**src/rtl/instr_fetch_r32i.sv**
```systemverilog
// Fetch stage for the R32I core: owns the PC, issues one instruction-memory request at a time,
// holds the returned word for decode/execute and redirects on that path's branch controls.
module instr_fetch_r32i #(
    parameter int               dataW    = 32,
    parameter logic [dataW-1:0] RESET_PC = 32'h0000_0000
) (
    input  logic             clk,
    input  logic             reset,
    output logic             IMemReq,
    output logic [dataW-1:0] IMemAddr,
    input  logic [dataW-1:0] IMemRdata,
    input  logic             IMemValid,
    output logic [dataW-1:0] rawIns,
    output logic [dataW-1:0] ProgAddr,
    output logic [dataW-1:0] LinkAddr,
    output logic             InsValid,
    input  logic             InsAccept,
    input  logic             TestBranch,
    input  logic             BranchCond,
    input  logic             AlwaysBranch,
    input  logic             AbsoluteBranch,
    input  logic [dataW-1:0] BranchAddr,
    input  logic [dataW-1:0] BranchOffset,
    output logic             MisalignFault
);

    localparam logic [dataW-1:0] WORD_STEP = 32'd4;
    localparam logic [dataW-1:0] LSB_CLEAR = ~32'd1;

    typedef enum logic [1:0] {
        ST_FETCH = 2'd0,
        ST_WAIT  = 2'd1,
        ST_HOLD  = 2'd2,
        ST_FAULT = 2'd3
    } state_t;

    state_t           state_r, state_s;
    logic [dataW-1:0] pc_r, pc_s;
    logic             req_r, req_s;
    logic [dataW-1:0] addr_r, addr_s;
    logic [dataW-1:0] ins_r, ins_s;
    logic [dataW-1:0] prog_r, prog_s;
    logic [dataW-1:0] link_r, link_s;
    logic             valid_r, valid_s;
    logic             fault_r, fault_s;
    logic             taken_s;
    logic             misalign_s;
    logic [dataW-1:0] target_s;
    logic [dataW-1:0] redirect_s;

    // Branch resolution for the held instruction; only consumed in HOLD with InsAccept.
    always_comb begin
        taken_s = AlwaysBranch | (TestBranch & BranchCond);
        if (AbsoluteBranch) begin
            target_s = BranchAddr & LSB_CLEAR;
        end else begin
            target_s = prog_r + BranchOffset;
        end
        misalign_s = taken_s && (target_s[1:0] != 2'b00);
        if (taken_s) begin
            redirect_s = target_s;
        end else begin
            redirect_s = prog_r + WORD_STEP;
        end
    end

    // State register and all registered outputs.
    always_ff @(posedge clk) begin
        if (reset) begin
            state_r <= ST_FETCH;
            pc_r    <= RESET_PC;
            req_r   <= 1'b0;
            addr_r  <= 32'h0000_0000;
            ins_r   <= 32'h0000_0000;
            prog_r  <= 32'h0000_0000;
            link_r  <= 32'h0000_0004;
            valid_r <= 1'b0;
            fault_r <= 1'b0;
        end else begin
            state_r <= state_s;
            pc_r    <= pc_s;
            req_r   <= req_s;
            addr_r  <= addr_s;
            ins_r   <= ins_s;
            prog_r  <= prog_s;
            link_r  <= link_s;
            valid_r <= valid_s;
            fault_r <= fault_s;
        end
    end

    // Next-state logic; FETCH lingers one cycle after reset so the request is registered.
    always_comb begin
        state_s = state_r;
        case (state_r)
            ST_FETCH: begin
                if (req_r) state_s = ST_WAIT;
                else       state_s = ST_FETCH;
            end
            ST_WAIT: begin
                if (IMemValid) state_s = ST_HOLD;
                else           state_s = ST_WAIT;
            end
            ST_HOLD: begin
                if (!InsAccept)     state_s = ST_HOLD;
                else if (misalign_s) state_s = ST_FAULT;
                else                 state_s = ST_FETCH;
            end
            ST_FAULT: state_s = ST_FAULT;
            default:  state_s = ST_FETCH;
        endcase
    end

    // Next values of the registered outputs and PC.
    always_comb begin
        pc_s    = pc_r;
        req_s   = 1'b0;
        addr_s  = addr_r;
        ins_s   = ins_r;
        prog_s  = prog_r;
        link_s  = link_r;
        valid_s = valid_r;
        fault_s = fault_r;
        case (state_r)
            ST_FETCH: begin
                if (!req_r) begin
                    req_s  = 1'b1;
                    addr_s = pc_r;
                end else begin
                    req_s  = 1'b0;
                end
            end
            ST_WAIT: begin
                if (IMemValid) begin
                    ins_s   = IMemRdata;
                    prog_s  = pc_r;
                    link_s  = pc_r + WORD_STEP;
                    valid_s = 1'b1;
                end else begin
                    valid_s = 1'b0;
                end
            end
            ST_HOLD: begin
                if (InsAccept) begin
                    valid_s = 1'b0;
                    if (misalign_s) begin
                        fault_s = 1'b1;
                    end else begin
                        pc_s   = redirect_s;
                        req_s  = 1'b1;
                        addr_s = redirect_s;
                    end
                end else begin
                    valid_s = 1'b1;
                end
            end
            ST_FAULT: begin
                valid_s = 1'b0;
            end
            default: begin
                valid_s = 1'b0;
            end
        endcase
    end

    assign IMemReq       = req_r;
    assign IMemAddr      = addr_r;
    assign rawIns        = ins_r;
    assign ProgAddr      = prog_r;
    assign LinkAddr      = link_r;
    assign InsValid      = valid_r;
    assign MisalignFault = fault_r;

endmodule
```
**config.mk**
```make
export PLATFORM = sky130hd
export DESIGN_NAME = instr_fetch_r32i
export DESIGN_NICKNAME = d
export VERILOG_FILES = /design/src/rtl/instr_fetch_r32i.sv
export SDC_FILE = /design/constraint.sdc
export NUM_CORES = 1
export LEC_CHECK = 0
export BUFFER_PORTS_ARGS = -buffer_cell sky130_fd_sc_hd__buf_2
export CAP_MARGIN = 20
export CELL_PAD_IN_SITES_DETAIL_PLACEMENT = 1
export CELL_PAD_IN_SITES_GLOBAL_PLACEMENT = 1
export CORE_MARGIN = 2
export CORE_UTILIZATION = 35
export CTS_CLUSTER_SIZE = 20
export DETAILED_ROUTE_END_ITERATION = 6
export PLACE_DENSITY = 0.82
export SLEW_MARGIN = 15
export SYNTH_ARGS = -nofsm -noshare
export SYNTH_HDL_FRONTEND = slang
export SYNTH_SLANG_ARGS = --single-unit
```
**constraint.sdc**
```tcl
create_clock -name clk -period 2.8 [get_ports clk]
set_input_delay 0.84 -clock clk [delete_from_list [all_inputs] [get_ports clk]]
set_output_delay 0.84 -clock clk [all_outputs]
set_load 0.01 [all_outputs]
```
======== After elaboration in Yosys (flattened, before gate mapping) ========
Index checks and enable logic that the tools add are counted.
storage, ports and cells
  register bits ........................... 165
  input bits .............................. 104
cells by class
  equal/unequal tests ..................... 6
  $add $sub $neg .......................... 3
  bitwise operators ....................... 3
  multiplexer cells ....................... 18
  reductions and logical operators ........ 9
operator list
  kind                   number
  $mux 32                5
  $add 32x3->32 const B  2
  $pmux 32 s2            1
  $add 32x32->32         1
  $pmux 2 s4             1
  $mux 1                 6
  $mux 2                 3
  $ne 2x2->1 const B     3
  $reduce_and 3->1       2
  $eq 2x2->1 const B     2
  $reduce_and 4->1       1
  $reduce_bool 2->1      2
  $pmux 1 s3             1
  $reduce_bool 3->1      1
  $eq 2x1->1 const B     1
  $logic_not 2->1        1
  $pmux 1 s2             1
  $reduce_and 2->1       1
  $and 1x1->1            1
  $logic_and 1x1->1      1
  $not 1->1              1
  $or 1x1->1             1

======== Longest topological paths before layout ========
  word-level depth ........................ 7
  mapped depth ............................ 11

======== Worst setup path after synthesis ========
Ideal clock, no wire load.
  path kind ............................... input to register
  start point ............................. input port BranchOffset[2]
  end point ............................... register addr_r[27] (netlist: IMemAddr[27])
  buffers on the path ..................... 0
  stages .................................. 10
  setup slack ............................. -173 ps
  library setup time ...................... 117 ps
  data arrival time ....................... 2,855 ps
  cell sequence ........................... ha_1 > o21ai_1 > o21bai_2 > o21ai_2 > nor4b_4 > o32ai_2 > or4_1 > a41oi_2 > nand2_1 > a32o_1
between the ends
  longest elaborated chain between the ends .. 6
ends and longest elaborated chain
  what                  line  text
  start, declared       23    input logic [dataW-1:0] BranchOffset,
  $add 32x32->32        57    target_s = prog_r + BranchOffset;
  $mux 32               54    if (AbsoluteBranch) begin
  $mux 32               60    if (taken_s) begin
  $mux 32               146   if (misalign_s) begin
  $mux 32               144   if (InsAccept) begin
  $pmux 32 s2           124   case (state_r)
  end signal, assigned  83    addr_r <= addr_s;
  end, declared         40    logic [dataW-1:0] addr_r, addr_s;
No other way between the ends. The select of a mux whose other input is x is not followed.
A chain may end at the register's enable or synchronous reset.

======== Final worst setup path ========
  start point ............................. input port BranchOffset[6]
  end point ............................... register addr_r[27] (netlist: IMemAddr[27])
Same word-level chain as after synthesis.

==> flow_summary.json <==
{
  "status": "finished, violations left",
  "failed_checks": "negative setup slack",
  "grt_first_pass_wirelength_mm": 59.75,
  "synth_top_area_share_pct": 34.46,
  "drc": 0,
  "fmax_mhz": 346.3,
  "n_fill_cell": 3324,
  "synth-async-reset-ratio_pct": 0,
  "placement.io_buffers": 233,
  "rsz0062_at_grt": "yes",
  "yosysMostFrequentCell": "nand2_1",
  "hold_buffers": 0,
  "dpl.hpwl_mm": 28.19,
  "final_max_slew_viol_count": 0,
  "min_path_type": "register to register",
  "synth_edf_count": 0,
  "first_pass_iters": 6,
  "worstMarginPinSlew_ns": 0.6918,
  "die_y_um": 168.5,
  "ys.flop_type": "dfxtp_1",
  "synth_seq_area_share_pct": 34.46,
  "setup_viol_count_final": 4,
  "wl_mm": 39.27,
  "via_per_inst": 5.547,
  "numCtsBuffers": 17,
  "die_x_um": 168.5,
  "cp-endpoint": "IMemAddr[27]",
  "fin_crit_ns": 2.888,
  "critical_path.top_delay_family": "compound AO/OA/AOI/OAI gates",
  "syn_area_per_cell_sq_um": 7.601,
  "ys_ff_latch": 163,
  "core_sq_mm": 0.02673,
  "grt_overflow": 0,
  "cts.clk_slew.worst_paths_ns": 0.07,
  "grt_max_degree": 140,
  "io_pins": 235,
  "yosys_warnings": 0,
  "cts_sinks": 163,
  "start_util_pct": 35.44,
  "cts_tree": "built",
  "cts_max_level": 4,
  "path_buf_inv": 3,
  "crit_required_ns": 3.12,
  "synth_top_area_cell": "dfxtp_1",
  "vias": 10710,
  "synthTopCellsByCount": "nand2_1, a21oi_1, dfxtp_1",
  "cp_cell_sequence": "buf_6 -> ha_4 -> a21oi_4 -> buf_4 -> o21ai_2 -> o21ai_4 -> nor4b_4 -> buf_4 -> o32ai_4 -> or4_1 -> a41oi_2 -> nand2_1 -> a32o_1",
  "maxSlewHeadroom_pct": 53.88,
  "synthDistinctLibCells": 82,
  "areaGrowthSynthToFinish_pct": 40.24,
  "r2r_slack_ns": 0.02,
  "n_antenna_cell": 0,
  "ff2ff_path_depth": 12,
  "start_kind": "input port",
  "synthTopCellsByArea": "dfxtp_1, nand2_1, a21oi_1",
  "critPathKind": "input port to register",
  "cp.arrival_ns": 3.21,
  "dieArea_sq_mm": 0.02839,
  "critPathMaxFanout": 4,
  "p_per_area_mw_per_mm2": 481.9,
  "antenna_found_initial": 0,
  "drive_above_1_share_pct": 34.05,
  "wl_per_cell_um": 20.35,
  "postSynthNetCount": 1384,
  "num_rows": 60,
  "setup_slack_ns": -0.08788,
  "hold_slack_ns": 0.4558,
  "ant_nets": 0,
  "grt_pass1_vias": 10790,
  "crit_top_cell": "buf_4",
  "cp.depth": 13,
  "regToRegEndpoint": "IMemAddr[27]",
  "power_w": 0.006400,
  "finalCritPeriodShare_pct": 103.1,
  "syn_inst": 1246,
  "gp_congestion": 0.9040,
  "p_leak_nw": 5.670,
  "clk_latency_ns": 0.44,
  "finalHoldViolCount": 0,
  "crit_path_start": "BranchOffset[6]",
  "drv_cap": 0,
  "max_stage_delay_ns": 0.43,
  "drtIter0Drc": 830,
  "cts_max_path_buffers": 2,
  "fin_skew_ns": 0.01849,
  "r2r_start": "ProgAddr[4]",
  "grt_usage_pct": 26.41,
  "final_net_count": 1714,
  "cpMaxStageDelayCell": "or4_1",
  "ir_drop_v": 0.0003443,
  "root_buffer": "clkbuf_16",
  "netlist_area_sq_mm": 0.009470,
  "endpoint_kind": "register"
}
through the flow:
step	TNS, ns	worst slack [ns]	cells	area (sq um)	utilization (%)
after floorplan	-0.2890	-0.1212	1246	9663	-
after global placement	-25.22	-0.5356	1883	12030	45.00
after detailed placement	-28.35	-0.6048	1883	12030	45.00
after CTS	-0.06582	-0.03426	1919	12830	48.02
after global routing	-0.8957	-0.1368	1930	13280	49.70
final	-0.1311	-0.08788	1930	13280	49.70
how the worst min path moves through the flow:
stage / depth (start not counted) / start / to
floorplan: 2 / pc_r[1] / ProgAddr[1]
global placement: 2 / rawIns[21] / rawIns[21]
detailed placement: 2 / rawIns[10] / rawIns[10]
CTS: 2 / rawIns[10] / rawIns[10]
global route: 2 / IMemAddr[0] / IMemAddr[0]
finish: 2 / rawIns[5] / rawIns[5]
power breakdown:
group	internal, W	switching [W]	total (W)
sequential	0.00248	0.000111	0.00259
clock	0.00123	0.00113	0.00235
combinational	0.000598	0.000862	0.00146
total	0.00430	0.00210	0.00640
kinds of logic (layout without fill, tap and decap cells):
logic type	Yosys count	count (layout)	synth area share [%]
xor+xnor	74	74	6.844
mux	7	7	0.7531
buf+inv	99	441	5.152
simple gates	480	480	22.84
fa+ha+maj	34	34	4.571
compound gates	389	390	25.38
flops	163	163	34.46
placed cells by master, fill, tap and decap left out, types with 5 or more instances in the layout:
master | Yosys | layout
a21oi_1 | 170 | 154
xor2_1 | 45 | 45
ha_1 | 33 | 13
buf_6 | 6 | 11
buf_4 | 7 | 154
inv_1 | 9 | 9
a21oi_2 | 1 | 12
o21ai_2 | 2 | 7
nand2_1 | 241 | 236
o21ai_1 | 6 | 8
o21bai_1 | 7 | 5
o211a_1 | 8 | 8
nand4_1 | 14 | 14
xnor2_1 | 29 | 28
inv_8 | 0 | 6
buf_12 | 0 | 6
dfxtp_1 | 163 | 162
nor2b_1 | 5 | 5
o21ai_0 | 65 | 55
clkbuf_16 | 0 | 18
o211ai_1 | 18 | 18
nor3_1 | 16 | 15
ha_4 | 0 | 20
a211oi_2 | 1 | 6
and3_1 | 13 | 13
nand2b_1 | 7 | 6
nand3_1 | 40 | 40
buf_2 | 2 | 227
nor2_1 | 105 | 102
inv_6 | 0 | 5
a21o_1 | 18 | 18
a31oi_1 | 7 | 5
and4_1 | 6 | 6
or2_2 | 6 | 6
a21oi_4 | 0 | 5
a211oi_1 | 46 | 39
final cells by class:
| class | instances | area [sq um] | share of cell area [%] |
|---|---|---|---|
| well taps | 341 | 426.7 | 3.212 |
| repair buffers | 399 | 2561 | 19.28 |
| clock inverters | 14 | 151.4 | 1.140 |
| multi-input cells | 985 | 6401 | 48.20 |
| flip-flops and latches | 163 | 3264 | 24.58 |
| clock buffers | 18 | 439.2 | 3.307 |
| inverters | 10 | 37.54 | 0.2826 |
metal layers:
layer / routed length [um] / track usage, %
met5: 0 / 0
met3: 2291 / 4.372
met4: 726 / 7.121
met2: 17820 / 41.40
met1: 18430 / 37.59
registers in the layout, indices dropped and copies added, names as in the netlist:
name / count
MisalignFault: 1
InsValid: 1
pc_r: 32
rawIns: 32
LinkAddr: 30
ProgAddr: 32
state_r: 2
IMemReq: 1
IMemAddr: 32
tightest hold or removal path, stage by stage (launching register included):
cell	delay, ns
dfxtp_1	0.31
nand2_1	0.05
a21oi_1	0.05
what timing repair did:
action,4_1_cts,5_1_grt
setup endpoints to repair,37,51
hold endpoints to repair,0,0
resized for setup,36,67
setup buffers,4,10
cloned,1,1
pin swaps,21,28
Note: power is estimated with default switching activity, not from simulation.
